==> src/rtl/fifo_drain_ctrl_pkg.sv <==
// Shared definitions for the FIFO drain controller: FSM state encoding,
// output buffer depth and default data width.
package fifo_drain_ctrl_pkg;

    localparam int unsigned BUF_DEPTH            = 3;
    localparam int unsigned TAMANO_DATOS_DEFAULT = 10;

    typedef enum logic [1:0] {
        IDLE   = 2'd0,
        ACTIVE = 2'd1,
        PAUSED = 2'd2,
        ERROR  = 2'd3
    } drain_state_t;

endpackage

==> src/rtl/drain_out_buffer.sv <==
// Circular output buffer for fifo_drain_ctrl: push at tail, pop at head,
// occupancy count; pointers wrap at the last entry.
module drain_out_buffer
    import fifo_drain_ctrl_pkg::*;
#(
    parameter int unsigned WIDTH = TAMANO_DATOS_DEFAULT
) (
    input  logic             clk,
    input  logic             reset,
    input  logic             push,
    input  logic [WIDTH-1:0] push_data,
    input  logic             pop,
    output logic [WIDTH-1:0] head_data,
    output logic [1:0]       count
);

    localparam logic [1:0] LAST = 2'(BUF_DEPTH - 1);

    logic [WIDTH-1:0] mem [BUF_DEPTH];
    logic [1:0]       head;
    logic [1:0]       tail;

    always_ff @(posedge clk or posedge reset) begin
        if (reset) begin
            head  <= '0;
            tail  <= '0;
            count <= '0;
            for (int unsigned i = 0; i < BUF_DEPTH; i++) begin
                mem[i] <= '0;
            end
        end else begin
            if (push) begin
                mem[tail] <= push_data;
                tail      <= (tail == LAST) ? 2'd0 : tail + 2'd1;
            end
            if (pop) begin
                head <= (head == LAST) ? 2'd0 : head + 2'd1;
            end
            case ({push, pop})
                2'b10:   count <= count + 2'd1;
                2'b01:   count <= count - 2'd1;
                default: count <= count;
            endcase
        end
    end

    assign head_data = mem[head];

endmodule

==> src/rtl/fifo_drain_ctrl.sv <==
// Read-side controller for the data FIFO: issues read_enable, captures read
// data into a 3-entry buffer, and presents it on valid/ready.
// Optional delivered-word counter enabled by `FIFO_DRAIN_COUNT_EN.
module fifo_drain_ctrl
    import fifo_drain_ctrl_pkg::*;
#(
    parameter int unsigned TAMANO_DATOS = TAMANO_DATOS_DEFAULT
) (
    input  logic                    clk,
    input  logic                    reset,
    input  logic                    enable,
    input  logic                    pause,
    input  logic                    fifo_empty,
    input  logic                    fifo_error,
    input  logic [TAMANO_DATOS-1:0] fifo_data_out,
    output logic                    read_enable,
    output logic                    out_valid,
    output logic [TAMANO_DATOS-1:0] out_data,
    input  logic                    out_ready,
    output logic                    idle,
`ifdef FIFO_DRAIN_COUNT_EN
    output logic [15:0]             word_count,
`endif
    output logic                    error_out
);

    localparam logic [1:0] RES_MAX = 2'(BUF_DEPTH);

    drain_state_t state;
    drain_state_t state_nxt;
    logic [1:0]   reserved;
    logic         inflight;
    logic [1:0]   buf_count;
    logic         buf_live;
    logic         push;
    logic         pop;

    // ERROR freezes the buffer: nothing is captured or presented.
    assign buf_live    = (state != ERROR);
    assign read_enable = (state == ACTIVE) && !fifo_empty && (reserved < RES_MAX);
    assign out_valid   = buf_live && (buf_count != 2'd0);
    assign pop         = out_valid && out_ready;
    assign push        = inflight && buf_live;
    assign idle        = (state == IDLE) && (reserved == 2'd0) && !inflight;
    assign error_out   = (state == ERROR);

    always_ff @(posedge clk or posedge reset) begin
        if (reset) begin
            state    <= IDLE;
            reserved <= '0;
            inflight <= 1'b0;
        end else begin
            state    <= state_nxt;
            reserved <= reserved + {1'b0, read_enable} - {1'b0, pop};
            inflight <= read_enable;
        end
    end

    always_comb begin
        state_nxt = state;
        if (fifo_error) begin
            state_nxt = ERROR;
        end else begin
            case (state)
                IDLE: begin
                    if (enable && !pause && !fifo_empty) state_nxt = ACTIVE;
                end
                ACTIVE: begin
                    if (pause || !enable)                     state_nxt = PAUSED;
                    else if (fifo_empty && reserved == 2'd0)  state_nxt = IDLE;
                end
                PAUSED: begin
                    if (enable && !pause)
                        state_nxt = (fifo_empty && reserved == 2'd0) ? IDLE : ACTIVE;
                end
                default: state_nxt = ERROR;
            endcase
        end
    end

    drain_out_buffer #(
        .WIDTH (TAMANO_DATOS)
    ) u_buf (
        .clk       (clk),
        .reset     (reset),
        .push      (push),
        .push_data (fifo_data_out),
        .pop       (pop),
        .head_data (out_data),
        .count     (buf_count)
    );

`ifdef FIFO_DRAIN_COUNT_EN
    always_ff @(posedge clk or posedge reset) begin
        if (reset) begin
            word_count <= '0;
        end else if (pop) begin
            word_count <= word_count + 16'd1;
        end
    end
`endif

endmodule

==> config.mk <==
export PLATFORM = sky130hd
export DESIGN_NAME = fifo_drain_ctrl
export DESIGN_NICKNAME = d
export VERILOG_FILES = /design/src/rtl/fifo_drain_ctrl_pkg.sv /design/src/rtl/drain_out_buffer.sv /design/src/rtl/fifo_drain_ctrl.sv
export SDC_FILE = /design/constraint.sdc
export NUM_CORES = 1
export LEC_CHECK = 0
export ABC_AREA = 1
export CORE_UTILIZATION = 57
export CTS_CLUSTER_DIAMETER = 60
export DETAILED_ROUTE_END_ITERATION = 6
export GPL_ROUTABILITY_DRIVEN = 0
export HOLD_SLACK_MARGIN = 0.12
export MAX_ROUTING_LAYER = met4
export PLACE_DENSITY = 0.84
export SETUP_SLACK_MARGIN = 0.4
export SLEW_MARGIN = 15
export SYNTH_ARGS = -nofsm -noshare
export SYNTH_HDL_FRONTEND = slang
export SYNTH_SLANG_ARGS = --single-unit
==> constraint.sdc <==
create_clock -name clk -period 2.42 [get_ports clk]
set_clock_uncertainty 0.05 [all_clocks]
set_input_delay 0.363 -clock clk [delete_from_list [all_inputs] [get_ports clk]]
set_output_delay 0.363 -clock clk [all_outputs]
set_load 0.05 [all_outputs]
Yosys cells after proc, flatten, opt, wreduce, memory -nomap -nowiden:

Cells that the tools add are included.

* input bits: 17
* output and inout port bits: 14
* bits in registers: 41
* word-level logic and storage cells: 69

* bitwise operators: 2
* magnitude comparators: 4
* eq/ne operators: 11
* reduce and logical (&&, ||, !) cells: 21
* $add $sub $neg: 6
* muxes and demuxes: 16

Operators by type and width (count)
* bitwise mux 30 bit: 1
* two-way mux 10 bit: 3
* binary-select mux 10 bit (select 2 bit): 1
* demux 10 bit (select 2 bit): 1
* two-way mux 2 bit: 7
* logical AND 1 bit: 11
* == test 2 bit, second input constant: 5
* adder 2 x 1 -> 2 bit, second input constant: 3
* >= comparator 3 bit, second input constant: 2
* NOT 2 -> 3 bit: 2
* one-hot mux 2 bit (3 select lines): 1
* == test 2 x 1 -> 1 bit, second input constant: 2
* zero test 1 bit: 4
* zero test 2 bit: 2
* inequality test 4 x 2 -> 1 bit, second input constant: 1
* one-hot mux 2 bit (2 select lines): 1
* nonzero test 2 bit: 2
* less-than comparator 3 x 1 -> 1 bit, second input constant: 1
* inequality test 3 x 2 -> 1 bit, second input constant: 1
* inequality test 3 bit, second input constant: 1
* AND reduction 3 bit: 1
* adder 2 x 1 -> 2 bit: 1
* less-than comparator 2 bit, second input constant: 1
* inequality test 2 bit, second input constant: 1
* other kinds (4): 4

Longest topological paths before layout:

* depth in word-level cells: 6
* gate-level depth with buffers: 9

Modules after synthesis:

A second synthesis with hierarchy kept.

* cell total of the unflattened synthesis: 231
* area, all modules: 1916.8 um^2

Modules (own cells, without submodules)
* drain_out_buffer: area each 1575.3 um^2, cells each 184, seq. area each 900.9 um^2, instances 1
* fifo_drain_ctrl: area each 341.6 um^2, cells each 47, seq. area each 125.1 um^2, instances 1

Least setup slack after synthesis:

OpenSTA, ideal clock, no wires.

* path kind: register -> register
* start: reg state[1]
* end: reg reserved[0]
* data required time: 2.244 ns
* cell stages (with the launch flop): 5
* arrival: 2.200 ns
* library setup time: 0.126 ns
* path buffers: 0
* path slack: 0.044 ns
* cell sequence: dfrtp_1 -> inv_1 -> nand2_1 -> a211oi_1 -> ha_1

* cells in the longest elaborated chain, start to end: 5
* elaborated cells between the ends (all ways): 8
* those cells by class: add/sub (2); eq/ne (2); reduce/logical (4)

Ends and longest elaborated chain
* start: declaration: line fifo_drain_ctrl.sv:29 `drain_state_t state;`
* start signal: assignment: line fifo_drain_ctrl.sv:53 `state <= state_nxt;`
* == test 2 x 1 -> 1 bit: line fifo_drain_ctrl.sv:40 `assign read_enable = (state == ACTIVE) && !fifo_empty && (reserved < RES_MAX);`
* logical AND 1 bit (2 in series): line fifo_drain_ctrl.sv:40
* named net read_enable: line fifo_drain_ctrl.sv:16 `output logic read_enable,`
* adder 2 x 1 -> 2 bit: line fifo_drain_ctrl.sv:54 `reserved <= reserved + {1'b0, read_enable} - {1'b0, pop};`
* subtractor 2 x 1 -> 2 bit: line fifo_drain_ctrl.sv:54
* end signal: assignment: line fifo_drain_ctrl.sv:54
* end: declaration: line fifo_drain_ctrl.sv:31 `logic [1:0] reserved;`

The timed path passes the listed nets, and every way through them passes these cells.
A chain may end at the register's enable or synchronous reset.

Worst setup path after layout:

* start: reg u_buf.head[0]
* end: out out_data[6]

* cells in the longest elaborated chain, start to end: 4

Ends and longest elaborated chain
* start: declaration: line drain_out_buffer.sv:20 `logic [1:0] head;`
* start signal: assignment: line drain_out_buffer.sv:37 `head <= (head == LAST) ? 2'd0 : head + 2'd1;`
* NOT 2 -> 3 bit (not written as such): line drain_out_buffer.sv:47 `assign head_data = mem[head];`
* binary-select mux 10 bit (select 2 bit): line drain_out_buffer.sv:47
* two-way mux 10 bit (not written as such) (2 in series): line drain_out_buffer.sv:47
* end: declaration: line fifo_drain_ctrl.sv:18 `output logic [TAMANO_DATOS-1:0] out_data,`

No other way between the ends. The select of a mux whose other input is x is not followed.

==> reports/results.ini <==
[detailed_routing]
final_antenna_net_count = 0
vias = 1766
via_per_inst = 5.240
routed.top_layer = met4
dr.pass1.iters = 4
drt_iter0_drc = 142
wl_met2_mm = 2.163
drt_wl_total_mm = 4.561
wl_met3_um = 293
routedWlPerCell_um = 13.53
met1Wirelength_mm = 2.031
drc = 0

[worst_setup_path]
crit_path_end_kind = output port
ff2ff_setup_slack_ns = 0.77
crit_family = buffers and inverters
critPathRequiredTime_ns = 2.01
crit_arrival_ns = 1.55
cpMaxStageDelayCell = dfrtp_1
crit_path_max_fanout = 5
crit_type = reg2out
startpoint_type = flip-flop
path_cells = buf_4 > nor2_4 > clkbuf_4 > nand2_1 > nand3_1 > buf_12
slowest_delay_ns = 0.41
critPathBufInv = 3

[timing]
slew_violations = 0
setup_ws_ns = 0.4567
fmax_mhz = 509.3
tns_ns = 0
worst_slew_pin_slew_ns = 0.5078
setup_violations = 0
hold_viol_final = 0
relSlewSlack_pct = 66.15
layout_min_cycle_time_ns = 1.963
rsz0062_at_grt = yes
fin_crit_sh_pct = 81.13

[layout]
area_growth_pct = 28.77
n_fill_cell = 245
antenna_cells = 0
drive_gt1_share_pct = 13.40
final_nets = 310

[synthesis]
synth-seq-cells = 41
ys_top_cells_by_area = dfrtp_1, nand2_1, nand3_1, o21ai_0, inv_1
yosysSeqAreaShare_pct = 51.51
synth_top_area_cell = dfrtp_1
yosysMostFrequentCell = nand2_1
syn_area_sq_um = 1992
syn-num-nets = 275
synth_top_area_share_pct = 51.51
synth_top_cells_by_count = nand2_1, dfrtp_1, nand3_1
yosysWarningCount = 0
async_flop_share_pct = 100.0
synth_ff_type = dfrtp_1
syn_inst = 255
synth_edf_count = 0
syn_avg_cell_area_sq_um = 7.811
synth_cell_types = 22

[power]
peakVddDrop_mv = 1.011
p_leak_nw = 1.161
p_per_area_nw_per_um2 = 1594

[worst_hold_path]
hold_path_class = in2async

[run]
drv_cap = 0

[run_status]
status = completed

[clocking]
cts_tree = done
root_buffer = clkbuf_4
clk_latency_ns = 0.34
clkSinkCount = 41
cts_buffers = 5
clk_pin_slew_ns = 0.12
ctsHoldBuffers = 0
cts_max_level = 2
clockBufferDepth = 2

[grt]
grt_pass1_wl_mm = 6.872
grt_use_total_pct = 26.71
grt_start_max_net_pins = 42
overflow = 0
antenna_found_initial = 0
grt_pass1_vias = 1521

[floorplan]
start_util_pct = 59.69
io_pins = 31
dieArea_sq_um = 3735
chipHeight_um = 61.12
die_w_um = 61.12
rows = 21
core_area_sq_um = 3337

[placement]
io_buffer_count = 30
dp.final_hpwl_mm = 2.861
pre_cts_ws_ns = 0.4516

flip-flops by register name, indices dropped and copies added (netlist names):
signal and flops:
u_buf.tail 2, inflight 1, reserved 2, u_buf.count 2
u_buf.mem 30, state 2, u_buf.head 2
area by class of cell:
| type | instances | area, sq um | share of cell area, % |
|---|---|---|---|
| inverter | 19 | 71.32 | 2.780 |
| clock inverter | 1 | 30.03 | 1.171 |
| tap | 46 | 57.56 | 2.244 |
| multi-input combinational | 186 | 867.1 | 33.80 |
| clock buffer | 7 | 55.05 | 2.146 |
| sequential | 41 | 1027 | 40.05 |
| timing repair buffer | 37 | 456.7 | 17.80 |
per-stage QoR:
stage                     power [W]  std cells  hold slack [ns]  area [sq um]  util [%]
final                      0.004088        337           0.3956          2565     76.87
after global routing       0.004307        337           0.4259          2565     76.87
after CTS                  0.003997        335           0.4091          2536     76.00
after detailed placement   0.003525        326           0.4096          2439     73.08
after global placement     0.003479        326           0.4044          2439     73.08
after floorplan            0.002440        255           0.3922          1997         -
worst register-to-register path, delay by kind of cell (launching register included):
| family | cells | cell delay (ns) |
|---|---|---|
| xor gates and xnor gates | 1 | 0.12 |
| adders and majority gates | 2 | 0.47 |
| buffers and inverters | 2 | 0.17 |
| DFF | 1 | 0.45 |
| and+or+nand+nor | 2 | 0.28 |
repair_timing:
item / CTS / global route
gates resized for setup: 6 / 11
setup endpoints to repair: 10 / 13
cloned: 0 / 2
pin swaps: 0 / 0
setup buffers: 1 / 0
power breakdown:
group          switching [W]  internal, W  leakage [nW]
clock               0.000210     0.000247        0.0455
sequential          0.000165     0.000941         0.420
combinational        0.00149      0.00103         0.696
total                0.00187      0.00222          1.16
path summary, 6_finish.rpt:
kind / start / cells after the start / end
worst min register to register: u_buf.mem[20]$_DFFE_PP0P_ / 2 / u_buf.mem[20]$_DFFE_PP0P_
worst max register to register: state[0]$_DFFE_PP0P_ / 7 / reserved[1]$_DFF_PP0_
worst max-delay path: u_buf.head[0]$_DFFE_PP0P_ / 6 / out_data[6]
worst min-delay path: reset / 3 / u_buf.mem[1]$_DFFE_PP0P_
min in group clk: u_buf.mem[20]$_DFFE_PP0P_ / 2 / u_buf.mem[20]$_DFFE_PP0P_
max in group asynchronous: reset / 3 / u_buf.head[1]$_DFFE_PP0P_
logic make-up after synthesis:
logic type / Yosys count / share of synthesized area, %
xor gates and xnor gates: 4 / 1.759
DFF: 41 / 51.51
adders and majority gates: 3 / 1.885
buffers and inverters: 29 / 6.783
and+or+nand+nor: 153 / 31.34
AOI/OAI and AO/OA: 25 / 6.721
metal layers:
layer / vias to the layer above / track usage [%]
met2: 62 / 41.61
met3: 9 / 5.672
li1: 874 / -
met1: 821 / 35.03
met4: 0 / 8.442
met5: - / -
cells in the final DEF, fill, tap and decap left out, types with 2 or more instances in the layout:
master           netlist  routed
ha_1                   3       3
nor2_4                 0       4
clkbuf_2               1       2
xnor2_1                3       3
o21ai_0               22      22
nand2_2                2       2
nand3_1               24      24
buf_4                  2       5
buf_12                 0      11
dfrtp_1               41      40
nor2_1                10       8
clkbuf_4               0       6
nand2_1              113     113
clkdlybuf4s50_1        0      16
inv_1                 18      18
Note: power is estimated with default switching activity, not from simulation.
